## config.mk

```make
export PLATFORM = sky130hd
export DESIGN_NAME = control_sequencer
export DESIGN_NICKNAME = d
export VERILOG_FILES = /design/src/rtl/control_sequencer.sv
export SDC_FILE = /design/constraint.sdc
export NUM_CORES = 1
export LEC_CHECK = 0
export ABC_CLOCK_PERIOD_IN_PS = 2500
export BUFFER_PORTS_ARGS = -buffer_cell sky130_fd_sc_hd__buf_2
export CORE_MARGIN = 1.5
export CORE_UTILIZATION = 39
export CTS_BUF_LIST = sky130_fd_sc_hd__clkbuf_16
export DETAILED_ROUTE_END_ITERATION = 8
export PLACE_DENSITY_LB_ADDON = 0.08
export SETUP_SLACK_MARGIN = 0.2
export SLEW_MARGIN = 20
export SYNTH_ARGS = -nofsm -noshare
export SYNTH_HDL_FRONTEND = slang
export SYNTH_SLANG_ARGS = --single-unit
```

## constraint.sdc

```tcl
create_clock -name Clock -period 2.5 [get_ports Clock]
set_input_delay 0.5 -clock Clock [delete_from_list [all_inputs] [get_ports Clock]]
set_output_delay 0.5 -clock Clock [all_outputs]
set_load 0.02 [all_outputs]
```

## src/rtl/control_sequencer.sv

```systemverilog
// Hardwired control unit for the ALU datapath system: fetches a 16-bit instruction
// as two bytes into IR, decodes it and sequences RF/ARF/ALU/memory transfers.
module control_sequencer #(
    parameter int          SC_WIDTH = 3,
    parameter logic [5:0]  HALT_OPC = 6'h3F
) (
    input  logic        Clock,
    input  logic        Reset,
    input  logic [15:0] IROut,
    input  logic [3:0]  Flags,
    output logic [2:0]  RF_OutASel,
    output logic [2:0]  RF_OutBSel,
    output logic [2:0]  RF_FunSel,
    output logic [3:0]  RF_RegSel,
    output logic [3:0]  RF_ScrSel,
    output logic [4:0]  ALU_FunSel,
    output logic        ALU_WF,
    output logic [1:0]  ARF_OutCSel,
    output logic [1:0]  ARF_OutDSel,
    output logic [2:0]  ARF_FunSel,
    output logic [2:0]  ARF_RegSel,
    output logic        IR_LH,
    output logic        IR_Write,
    output logic        Mem_WR,
    output logic        Mem_CS,
    output logic [1:0]  MuxASel,
    output logic [1:0]  MuxBSel,
    output logic        MuxCSel,
    output logic        Halted
);

    typedef enum logic [1:0] {S_CLR, S_RUN, S_HALT} seqState;

    localparam logic [SC_WIDTH-1:0] T0 = SC_WIDTH'(0);
    localparam logic [SC_WIDTH-1:0] T1 = SC_WIDTH'(1);
    localparam logic [SC_WIDTH-1:0] T2 = SC_WIDTH'(2);
    localparam logic [SC_WIDTH-1:0] T3 = SC_WIDTH'(3);

    localparam logic [5:0] OPC_BRA = 6'h00, OPC_BNE = 6'h01, OPC_BEQ = 6'h02,
                           OPC_LDI = 6'h03, OPC_ADD = 6'h04, OPC_SUB = 6'h05,
                           OPC_AND = 6'h06, OPC_ORR = 6'h07, OPC_LD  = 6'h08,
                           OPC_ST  = 6'h09;

    localparam logic [2:0] FUN_INC = 3'b001, FUN_LOAD = 3'b010, FUN_CLR = 3'b011;
    // ARF enables are active-low, {PC,AR,SP} on bits 2..0
    localparam logic [2:0] ARF_PC = 3'b011, ARF_AR = 3'b101, ARF_NONE = 3'b111;

    seqState              state, nextState;
    logic [SC_WIDTH-1:0]  stepCnt, nextStep;

    logic [5:0] opc;
    logic [1:0] rd, rs1, rs2;
    logic [3:0] rdEn;
    logic       zFlag;
    logic       unusedBits;

    assign opc   = IROut[15:10];
    assign rd    = IROut[9:8];
    assign rs1   = IROut[5:4];
    assign rs2   = IROut[3:2];
    assign zFlag = Flags[3];
    // Rd=0 selects R1 on bit 3; enables are active-low
    assign rdEn  = ~(4'b1000 >> rd);
    // Immediate bits feed the datapath muxes directly; C/N/O are not used for branching
    assign unusedBits = ^{Flags[2:0], IROut[7:6], IROut[1:0]};

    // NOTE: state registers use non-blocking assignments so every flop samples pre-edge values.
    always_ff @(posedge Clock or negedge Reset) begin
        if (!Reset) begin
            state   <= S_CLR;
            stepCnt <= T0;
        end else begin
            state   <= nextState;
            stepCnt <= nextStep;
        end
    end

    // NOTE: every output and next-state signal gets a default first so no latch is inferred.
    always_comb begin
        nextState   = state;
        nextStep    = stepCnt;
        RF_OutASel  = 3'b000;
        RF_OutBSel  = 3'b000;
        RF_FunSel   = 3'b000;
        RF_RegSel   = 4'b1111;
        RF_ScrSel   = 4'b1111;
        ALU_FunSel  = 5'b00000;
        ALU_WF      = 1'b0;
        ARF_OutCSel = 2'b00;
        ARF_OutDSel = 2'b00;
        ARF_FunSel  = 3'b000;
        ARF_RegSel  = ARF_NONE;
        IR_LH       = 1'b0;
        IR_Write    = 1'b0;
        Mem_WR      = 1'b0;
        Mem_CS      = 1'b1;
        MuxASel     = 2'b00;
        MuxBSel     = 2'b00;
        MuxCSel     = 1'b0;
        Halted      = 1'b0;

        // While reset is held the outputs stay idle, even though the state already reads CLR
        if (Reset) begin
            unique case (state)
                S_CLR: begin
                    ARF_FunSel = FUN_CLR;
                    ARF_RegSel = ARF_PC;
                    RF_FunSel  = FUN_CLR;
                    RF_RegSel  = 4'b0000;
                    nextState  = S_RUN;
                    nextStep   = T0;
                end
                S_RUN: begin
                    nextStep = T0;
                    case (stepCnt)
                        T0, T1: begin
                            ARF_OutDSel = 2'b00;
                            Mem_CS      = 1'b0;
                            IR_Write    = 1'b1;
                            IR_LH       = (stepCnt == T1);
                            ARF_FunSel  = FUN_INC;
                            ARF_RegSel  = ARF_PC;
                            nextStep    = stepCnt + SC_WIDTH'(1);
                        end
                        T2: begin
                            case (opc)
                                OPC_BRA, OPC_BNE, OPC_BEQ: begin
                                    if (opc == OPC_BRA || (opc == OPC_BNE && !zFlag) ||
                                        (opc == OPC_BEQ && zFlag)) begin
                                        MuxBSel    = 2'b11;
                                        ARF_FunSel = FUN_LOAD;
                                        ARF_RegSel = ARF_PC;
                                    end
                                end
                                OPC_LDI: begin
                                    MuxASel   = 2'b11;
                                    RF_FunSel = FUN_LOAD;
                                    RF_RegSel = rdEn;
                                end
                                OPC_ADD, OPC_SUB, OPC_AND, OPC_ORR: begin
                                    RF_OutASel = {1'b0, rs1};
                                    RF_OutBSel = {1'b0, rs2};
                                    ALU_WF     = 1'b1;
                                    MuxASel    = 2'b00;
                                    RF_FunSel  = FUN_LOAD;
                                    RF_RegSel  = rdEn;
                                    case (opc)
                                        OPC_ADD: ALU_FunSel = 5'b10100;
                                        OPC_SUB: ALU_FunSel = 5'b10110;
                                        OPC_AND: ALU_FunSel = 5'b10111;
                                        default: ALU_FunSel = 5'b11000;
                                    endcase
                                end
                                OPC_LD, OPC_ST: begin
                                    MuxBSel    = 2'b11;
                                    ARF_FunSel = FUN_LOAD;
                                    ARF_RegSel = ARF_AR;
                                    nextStep   = T3;
                                end
                                HALT_OPC: nextState = S_HALT;
                                default: ;
                            endcase
                        end
                        T3: begin
                            ARF_OutDSel = 2'b10;
                            Mem_CS      = 1'b0;
                            if (opc == OPC_LD) begin
                                MuxASel   = 2'b10;
                                RF_FunSel = FUN_LOAD;
                                RF_RegSel = rdEn;
                            end else begin
                                RF_OutASel = {1'b0, rd};
                                ALU_FunSel = 5'b10000;
                                MuxCSel    = 1'b0;
                                Mem_WR     = 1'b1;
                            end
                        end
                        default: nextStep = T0;
                    endcase
                end
                S_HALT: Halted = 1'b1;
                default: nextState = S_CLR;
            endcase
        end
    end

endmodule

```

* After elaboration in Yosys (flattened, before gate mapping)
Cells that the tools add are included.
** Storage, ports and cells
- Register bits :: 5
- Latch bits :: 0
- Memory bits (writable) :: 0
- Bits in read-only memories :: 0
- Logic and storage cells :: 113
- Memories kept :: 0
** Cells by class
- Add/sub/neg operators :: 1
- $mul :: 0
- Div/mod/pow operators :: 0
- $lt $le $gt $ge :: 0
- Equality and inequality tests :: 17
- Shifts and indexed selects :: 1
- Mux-type cells :: 73
- Bitwise gates (word level) :: 2
- Reduce and logical (&&, ||, !) cells :: 17
** Operators by type and width (count)
- $mux W2 :: 26
- $pmux W2 S2 :: 8
- $pmux W3 S2 :: 5
- $eq A6 B3 Y1 const B :: 4
- $mux W5 :: 4
- $mux W1 :: 19
- $pmux W4 S2 :: 2
- $eq A6 B2 Y1 const B :: 2
- $eq A6 B4 Y1 const B :: 2
- $mux W4 :: 3
- $pmux W4 S3 :: 1
- $pmux W5 S2 :: 1
- $mux W3 :: 3
- $eq A3 B2 Y1 const B :: 2
- $eq A6 B1 Y1 const B :: 1
- $eq A6 B6 Y1 const B :: 1
- $logic_not A6 Y1 :: 1
- $pmux W2 S3 :: 1
- $reduce_or A3 Y1 :: 2
- $reduce_or A5 Y1 :: 1
- $ne A2 B1 Y1 const B :: 2
- $not A4 Y4 :: 1
- $reduce_and A4 Y1 :: 1
- $reduce_or A2 Y1 :: 2
- other kinds (14) :: 16

* Depth between registers and ports, before layout
Gate-level depths: netlist (run 1).
- Depth after elaboration :: 9
- Gate-level depth with buffers :: 6
- Mapped depth without buffers :: 6

* Worst setup path before layout (run 1)
OpenSTA, ideal clock, no wires.
- Kind :: register to output
- Start :: register stepCnt[0]
- End :: output ALU_FunSel[0]
- Arrival time :: 1753 ps
- Required time :: 2000 ps
- Path slack :: 247 ps
- Cell stages (with the launch flop) :: 7
- Path through :: dfrtp_1 > inv_1 > ha_1 > and2b_1 > and3_2 > nand2_1 > nor3b_1
** Between the ends
- Word-level cells in the longest chain between the ends :: 4
- Elaborated cells between the ends (all ways) :: 5
- Classes of those cells :: eq/ne: 2; mux: 3
** Ends and longest elaborated chain
- start, declared :: RTL line 49 : logic [SC_WIDTH-1:0] stepCnt, nextStep;
- start signal, assigned :: RTL line 74 : stepCnt <= nextStep;
- $eq A3 B2 Y1 :: RTL line 115 : case (stepCnt)
- $pmux W5 S2 (*) :: RTL line 115
- $mux W5 (*) :: RTL line 104 : unique case (state)
- $mux W5 (*) :: RTL line 103 : if (Reset) begin
- end, declared :: RTL line 16 : output logic [4:0] ALU_FunSel,
Every way passes the cells marked *; elsewhere a longest branch is shown, timed or not.

* Final worst setup path (run 1)
- Start :: register stepCnt[0]
- End :: output RF_RegSel[0]
** Between the ends
- Word-level cells in the longest chain between the ends :: 4
- Elaborated cells between the ends (all ways) :: 5
- Classes of those cells :: eq/ne: 2; mux: 3
** Ends and longest elaborated chain
- $eq A3 B2 Y1 :: RTL line 115
- $pmux W4 S2 (*) :: RTL line 115
- $pmux W4 S2 (*) :: RTL line 104
- $mux W4 (*) :: RTL line 103
- end, declared :: RTL line 14 : output logic [3:0] RF_RegSel,
Marked as above.

==> results of run 1 <==
-- where the power goes --
| part | total [mW] | leakage (nW) | switching [mW] | internal, mW |
|---|---|---|---|---|
| Sequential | 0.125 | 0.0632 | 0.0249 | 0.100 |
| Clock | 0.261 | 0.0423 | 0.0539 | 0.207 |
| Combinational | 0.493 | 0.571 | 0.280 | 0.213 |
| Total | 0.879 | 0.676 | 0.359 | 0.520 |
-- sequential cells by signal, summed over array words and instances (netlist names) --
name	cells
state	2
stepCnt	3
-- Yosys cell counts (2+ instances only) --
| library cell | count | area, sq um |
|---|---|---|
| sky130_fd_sc_hd__a41oi_1 | 4 | 35.0 |
| sky130_fd_sc_hd__a22o_1 | 2 | 17.5 |
| sky130_fd_sc_hd__o21ai_0 | 2 | 10.0 |
| sky130_fd_sc_hd__buf_2 | 2 | 10.0 |
| sky130_fd_sc_hd__dfrtp_1 | 5 | 125 |
| sky130_fd_sc_hd__buf_4 | 14 | 105 |
| sky130_fd_sc_hd__nand2b_1 | 4 | 25.0 |
| sky130_fd_sc_hd__nor2b_1 | 2 | 12.5 |
| sky130_fd_sc_hd__nor2_1 | 12 | 45.0 |
| sky130_fd_sc_hd__conb_1 | 2 | 7.51 |
| sky130_fd_sc_hd__nand2_1 | 10 | 37.5 |
| sky130_fd_sc_hd__nor3_1 | 5 | 25.0 |
| sky130_fd_sc_hd__or3_1 | 2 | 12.5 |
| sky130_fd_sc_hd__o22ai_1 | 3 | 18.8 |
| sky130_fd_sc_hd__inv_1 | 9 | 33.8 |
| sky130_fd_sc_hd__a22oi_1 | 2 | 15.0 |
| sky130_fd_sc_hd__ha_1 | 5 | 62.6 |
| sky130_fd_sc_hd__nand3_1 | 4 | 20.0 |
| sky130_fd_sc_hd__a21oi_1 | 4 | 20.0 |
| sky130_fd_sc_hd__and3_1 | 6 | 37.5 |
-- worst paths after layout --
path | cells past startpoint | from | slack (ps) | end
worst max-delay path | 7 | stepCnt[0]$_DFFE_PN0P_ | 160 | RF_RegSel[0]
max in group asynchronous | 1 | Reset | 2190 | stepCnt[1]$_DFFE_PN0P_
min in group Clock | 2 | stepCnt[2]$_DFFE_PN0P_ | 540 | stepCnt[2]$_DFFE_PN0P_
worst max register to register | 8 | stepCnt[0]$_DFFE_PN0P_ | 810 | state[0]$_DFFE_PN0P_
worst min register to register | 2 | stepCnt[2]$_DFFE_PN0P_ | 540 | stepCnt[2]$_DFFE_PN0P_
worst min-delay path | 1 | Reset | 110 | state[0]$_DFFE_PN0P_
-- area by class of cell --
cell class              instances  area, sq um
repair buffers                 56          323
multi-input cells              96          711
inverters                       9         33.8
clock buffers                   3         75.1
fillers                       167          636
clock inverters                 1         3.75
flip-flops and latches          5          126
well taps                      27         33.8
-- metal layers --
metal | routed length [um] | vias to the layer above | GRT usage | part of all wire
li1 | - | 492 | - | -
met3 | 157 | 2 | 0.0463 | 0.060
met5 | 0 | - | 0 | 0
met2 | 1320 | 38 | 0.373 | 0.50
met4 | 8 | 0 | 0.0190 | 0.0031
met1 | 1130 | 474 | 0.264 | 0.43
-- through the flow --
stage | cells | total power, mW
6_report | 197 | 0.879
3_3_place_gp | 184 | 0.474
4_1_cts | 195 | 0.812
5_1_grt | 197 | 0.936
2_1_floorplan | 126 | 0.376
3_5_place_dp | 184 | 0.482
-- cell usage in the layout, fill, tap and decap left out, types with 3 or more instances in the layout --
| master | netlist | routed |
|---|---|---|
| sky130_fd_sc_hd__buf_2 | 2 | 39 |
| sky130_fd_sc_hd__buf_4 | 14 | 17 |
| sky130_fd_sc_hd__conb_1 | 2 | 13 |
| sky130_fd_sc_hd__nor2_1 | 12 | 11 |
| sky130_fd_sc_hd__inv_1 | 9 | 9 |
| sky130_fd_sc_hd__nand2_1 | 10 | 7 |
| sky130_fd_sc_hd__and3_1 | 6 | 6 |
| sky130_fd_sc_hd__nand2b_1 | 4 | 4 |
| sky130_fd_sc_hd__nand3_1 | 4 | 4 |
| sky130_fd_sc_hd__dfrtp_1 | 5 | 4 |
| sky130_fd_sc_hd__a41oi_2 | 0 | 3 |
| sky130_fd_sc_hd__a21oi_1 | 4 | 3 |
| sky130_fd_sc_hd__o22ai_1 | 3 | 3 |
| sky130_fd_sc_hd__ha_1 | 5 | 3 |
| sky130_fd_sc_hd__clkbuf_16 | 0 | 3 |
-- what timing repair did --
| action | in CTS | in global routing |
|---|---|---|
| buffers inserted | 7 | 2 |
| gates resized for setup | 15 | 23 |
| endpoints found under the setup margin | 14 | 13 |
| pin swaps | 5 | 7 |
-- cells by family (layout without fill, tap and decap cells) --
family / after synthesis / after routing / synth area share
AOI/OAI and AO/OA: 24 / 24 / 0.216
other: 2 / 13 / 0.00938
adders and majority gates: 5 / 5 / 0.0781
DFF: 5 / 5 / 0.156
and+or+nand+nor: 52 / 52 / 0.331
muxes: 1 / 1 / 0.0125
buffers and inverters: 25 / 69 / 0.186
xor gates and xnor gates: 1 / 1 / 0.0109
==> results.txt, run 1 <==
----------------------------------------------------
[Route]
  Count of TritonRoute iterations in the first routing pass ... 4
  DR iter-0 viols ... 23
  Wire length reported by the detailed router ... between 2 and 3 mm
  DRC Markers ... 0
  Routed wirelength normalized by instance count ... 13.3 um
  Number of nets with antenna violations after detailed routing ... 0
  Via count ... between 1000 and 1500
  Detailed-route vias per instance ... 5.11

[Yosys]
  Post-synthesis average cell area ... just under 7 sq um
  Post-synthesis instance area ... about 800 sq um
  Most used DFF post-synth ... sky130_fd_sc_hd__dfrtp_1
  Post-synthesis register bit count ... 5
  Number of enable flip-flop cells after synthesis ... 0
  Gate count after technology mapping ... 115
  Proportion of register bits with asynchronous set or reset after synthesis ... 1.00
  Syn. warnings ... 0
  Portion of the post-synthesis area used by sequential elements ... 0.156
  Number of library cell types mapped by synthesis ... 36

[Placed design]
  Post-placement setup slack ... roughly 190 ps
  Routability Congestion ... 0.832
  Port Buffer Count ... 44
  Post-DP HPWL ... 1.78 mm
  Placed cell areas ... 1000 sq um

[GRT]
  Antenna violations before repair ... 0
  Total Routing Usage GR ... 0.208
  Via count of the first global-routing pass ... just under 900
  GRT overflow ... 0
  First-pass GRT wire length ... roughly 4.0 mm
  Largest net degree at the start of global routing ... 12

[Cells and area]
  Diode count ... 0
  Final Net Count ... roughly 200
  Area growth, synth to finish ... 63.1%
  Fraction of the core area covered by cells at the end of the flow ... 0.673
  Post-Layout Inst Area ... 1310 sq um
  Layout cells sized above 1 ... 0.500

[STA]
  Worst hold margin ... 114 ps
  Final-layout setup total negative slack ... 0 ps
  F_max ... roughly 430 MHz
  Share of the clock period used by the worst path after layout ... 0.937
  Count of final setup violators ... 0
  Setup repair after global routing missed its margin ... true
  Final-report hold violation count ... 0
  Worst setup margin ... 158 ps
  Clock period minus final worst setup slack ... around 2300 ps
  Setup Skew ... roughly 3.2 ps
  Max-slew violation total from the final report ... 0

[Floorplanning]
  Initial Utilization ... 0.412
  Die ar. ... approximately 2300 sq um
  Placement row count ... 16
  Top-level I/O count ... 65
  Width of the chip ... 48.3 um
  Placeable core area ... just under 2000 sq um
  Height of the die ... a little under 50 um

[Clocking]
  Clock buffers created by TritonCTS ... 3
  Maximum count of clock buffers along a single path ... 2
  Clk Latency, worst-skew pair ... ~230 ps
  Clock transition at the register clock pins on the worst setup and hold paths after CTS ... around 30 ps
  Library cell used as clock root buffer ... sky130_fd_sc_hd__clkbuf_16
  H-Tree Depth ... 1
  Sinks on the clock net ... 5
  CTS tree ... done
  Hold-fix buffers, CTS ... 0

[Flow run]
  Number of maximum-capacitance violations ... 0

[Setup path]
  Largest delay contributor family on the critical path ... compound AO/OA/AOI/OAI gates
  Biggest fanout along the worst timing path ... 6
  Critical Path, Cell by Cell ... inv_2, ha_4, and2b_4, nor2_4, a211oi_4, a41oi_1, buf_2
  Critical path data required time ... 2000 ps
  Startpoint type of the worst setup path ... register
  Buf/Inv on CP ... 2
  Arr. time, crit path ... ~1800 ps
  Kind of end point of the critical path ... output port
  Type of the setup path with the least slack ... reg2out
  Master of the slowest instance on the critical path ... sky130_fd_sc_hd__dfrtp_1
  Stage delay of the slowest cell on the critical path ... just over 400 ps

[Power]
  Maximum ir drop on the vdd rail ... 0.658 mV
  Static leakage ... just under 0.7 nW
  Total power divided by cell area ... around 670 nW/um^2

[Hold path]
  Path class of the lowest-slack min-delay path ... in2async

[Run status]
  Outcome ... finished, final reports clean

----------------------------------------------------
Note: power is estimated with default switching activity, not from simulation.
==> run 2: changes to the inputs <==
- CORE_UTILIZATION: 39 -> 40
- CTS_BUF_LIST: sky130_fd_sc_hd__clkbuf_16 -> sky130_fd_sc_hd__clkbuf_2
==> results.txt, run 2 (synthesized netlist as in run 1, its figures left out) <==
----------------------------------------------------
[Run status]
  Outcome ... finished, final reports clean

[Route]
  Number of nets with antenna violations after detailed routing ... 0 (unchanged)
  Via count ... 989 (-1.7%)
  DR iter-0 viols ... 11 (-52%)
  Routed wirelength normalized by instance count ... 12.9 um (-2.8%)
  DRC Markers ... 0 (unchanged)
  Count of TritonRoute iterations in the first routing pass ... 4 (unchanged)
  Detailed-route vias per instance ... 5.07 (-0.68%)
  Wire length reported by the detailed router ... 2.52 mm (-3.8%)

[GRT]
  Largest net degree at the start of global routing ... 12 (unchanged)
  First-pass GRT wire length ... 3.26 mm (-19%)
  Total Routing Usage GR ... 0.207 (-0.000541)
  Via count of the first global-routing pass ... 751 (-16%)
  Antenna violations before repair ... 0 (unchanged)
  GRT overflow ... 0 (unchanged)

[Setup path]
  Crit path capture ... ALU_FunSel[0]
  Setup slack on the worst flop-to-flop path ... 900 ps (+90 ps)
  Arr. time, crit path ... 1900 ps (+60 ps)
  Largest delay contributor family on the critical path ... simple AND/OR/NAND/NOR gates
  Critical Path, Cell by Cell ... inv_2, ha_4, and2b_2, buf_6, and3_4, nand2_4, nor3b_4, buf_6
  Worst-case reg-to-reg path depth ... 7 (-1)
  R2R Path End ... state[0]$_DFFE_PN0P_
  Stage delay of the slowest cell on the critical path ... 420 ps (about the same)
  Stages on worst setup path ... 8 (+1)
  Startpoint type of the worst setup path ... register
  Cell type with the highest occurrence count on the critical path ... sky130_fd_sc_hd__buf_6
  Type of the setup path with the least slack ... reg2out
  Critical path data required time ... 2000 ps (about the same)
  Worst r2r src ... stepCnt[0]$_DFFE_PN0P_
  Master of the slowest instance on the critical path ... sky130_fd_sc_hd__dfrtp_1
  Buf/Inv on CP ... 3 (+1)
  Kind of end point of the critical path ... output port
  Critical path launch point ... stepCnt[0]$_DFFE_PN0P_
  Biggest fanout along the worst timing path ... 5 (-1)

[STA]
  Final-layout setup total negative slack ... 0 ps (unchanged)
  F_max ... 416 MHz (-2.6%)
  Setup Skew ... 2.30 ps (-0.863 ps)
  Setup repair after global routing missed its margin ... true
  Final-report hold violation count ... 0 (unchanged)
  Share of the clock period used by the worst path after layout ... 0.962 (+0.0250)
  Count of final setup violators ... 0 (unchanged)
  Max-slew violation total from the final report ... 0 (unchanged)
  Worst hold margin ... 105 ps (-9.25 ps)
  Clock period minus final worst setup slack ... 2400 ps (+62.5 ps)

[Placed design]
  Routability Congestion ... 0.808 (-2.9%)
  Post-DP HPWL ... 1.79 mm (+0.44%)
  Port Buffer Count ... 44 (unchanged)

[Power]
  Total power divided by cell area ... 546 nW/um^2 (-19%)
  Total Power Consumption ... 0.676 mW (-23%)
  Part of the total power dissipated in combinational logic ... 0.701 (+0.140)
  Net switching share of the total power ... 0.488 (+0.0798)
  Share of total power in the clock network ... 0.120 (-0.177)
  Total internal power ... 0.346 mW (-34%)
  Switch Pwr ... 0.330 mW (-8.1%)
  Static leakage ... 0.634 nW (-6.3%)
  Maximum ir drop on the vdd rail ... 0.431 mV (-34%)
  Register share of total power ... 0.179 (+0.037)

[Cells and area]
  Top register by number of flip-flops ... stepCnt
  Most common cell after layout, fill and taps aside ... sky130_fd_sc_hd__buf_2
  Layout cells sized above 1 ... 0.470 (-0.0298)
  Largest registers ... stepCnt: 3 flops, state: 2 flops
  Flip-flop count of the largest register, all copies and words added ... 3 (unchanged)
  Number of inserted filler cells in the final layout ... 194 (+16%)
  Multi-input gate area in the final layout ... 674 sq um (-5.1%)
  Diode count ... 0 (unchanged)
  Area growth, synth to finish ... 54.7%
  Area occupied by registers ... 125 sq um (-0.99%)
  Final Net Count ... 196 (-1.0%)
  Top library cells by usage in the layout, fill and taps aside ... 29 x sky130_fd_sc_hd__buf_2, 20 x sky130_fd_sc_hd__buf_4, 13 x sky130_fd_sc_hd__conb_1, 10 x sky130_fd_sc_hd__nor2_1

[Floorplanning]
  Initial Utilization ... 0.417 (+0.00430)
  Placeable core area ... 1920 sq um (-1.0%)
  Die ar. ... 2280 sq um (-2.3%)
  Placement row count ... 16 (unchanged)
  Width of the chip ... 47.7 um (-1.2%)
  Top-level I/O count ... 65 (unchanged)
  Height of the die ... 47.7 um (-1.2%)

[Clocking]
  Clock buffers created by TritonCTS ... 3 (unchanged)
  Maximum count of clock buffers along a single path ... 2 (unchanged)
  Clk Latency, worst-skew pair ... 230 ps (about the same)
  Sinks on the clock net ... 5 (unchanged)
  Library cell used as clock root buffer ... sky130_fd_sc_hd__clkbuf_2
  Clock transition at the register clock pins on the worst setup and hold paths after CTS ... 60 ps (+30 ps)
  H-Tree Depth ... 1 (unchanged)
  Hold-fix buffers, CTS ... 0 (unchanged)
  CTS tree ... done

[Hold path]
  Path class of the lowest-slack min-delay path ... in2async

[Flow run]
  Number of maximum-capacitance violations ... 0 (unchanged)

----------------------------------------------------
==> run 2: changes by cell type in the layout (fill, tap and decap cells not counted), moves of 2 or more <==
cell                        before  now
sky130_fd_sc_hd__buf_6           0    5
sky130_fd_sc_hd__a41oi_2         3    0
sky130_fd_sc_hd__a41oi_1         1    4
sky130_fd_sc_hd__clkbuf_2        0    4
sky130_fd_sc_hd__nor2_2          0    2
sky130_fd_sc_hd__buf_2          39   29
sky130_fd_sc_hd__clkbuf_16       3    0
sky130_fd_sc_hd__buf_4          17   20
==> run 2: layout make-up <==
class / instances / share of cell area
repair buffers: 54 / 0.284
flip-flops and latches: 5 / 0.101
inverters: 9 / 0.0273
clock buffers: 4 / 0.0162
well taps: 27 / 0.0273
multi-input cells: 96 / 0.544
==> run 2: power groups by stage <==
stage               combinational, mW  clock (mW)  sequential (mW)
CTS                             0.450      0.0840            0.120
detailed placement              0.367           0            0.122
global route                    0.519      0.0894            0.124
global placement                0.355           0            0.120
finish                          0.474      0.0810            0.121
floorplan                       0.260           0            0.116
==> run 2: through the flow <==
step / std cells / instance area (sq um) / util / setup WS (ps)
after global routing: 195 / 1240 / 0.645 / 21.4
after global placement: 184 / 1000 / 0.522 / 203
after CTS: 193 / 1150 / 0.597 / 145
final: 195 / 1240 / 0.645 / 95.7
after detailed placement: 184 / 1000 / 0.522 / 152
after floorplan: 126 / 842 / - / 247
==> run 2: layer usage <==
| layer | global-route usage | vias to the layer above | part of all wire |
|---|---|---|---|
| li1 | - | 482 | - |
| met5 | 0 | - | 0 |
| met3 | 0.0226 | 4 | 0.048 |
| met1 | 0.212 | 464 | 0.37 |
| met2 | 0.403 | 39 | 0.56 |
| met4 | 0.108 | 0 | 0.021 |
==> run 2: how the worst min path moves through the flow <==
stage               startpoint                endpoint  slack, ps  cells past startpoint
global placement         Reset  stepCnt[2]$_DFFE_PN0P_        350                      1
floorplan                Reset    state[0]$_DFFE_PN0P_        200                      0
global route             Reset  stepCnt[1]$_DFFE_PN0P_        100                      1
finish                   Reset    state[0]$_DFFE_PN0P_        100                      1
CTS                      Reset    state[0]$_DFFE_PN0P_        100                      1
detailed placement       Reset    state[0]$_DFFE_PN0P_        360                      1
==> run 2: what timing repair did <==
item	4_1_cts	5_1_grt
gates resized for setup	22	23
pin swaps	2	4
setup endpoints to repair	17	23
setup buffers	5	2
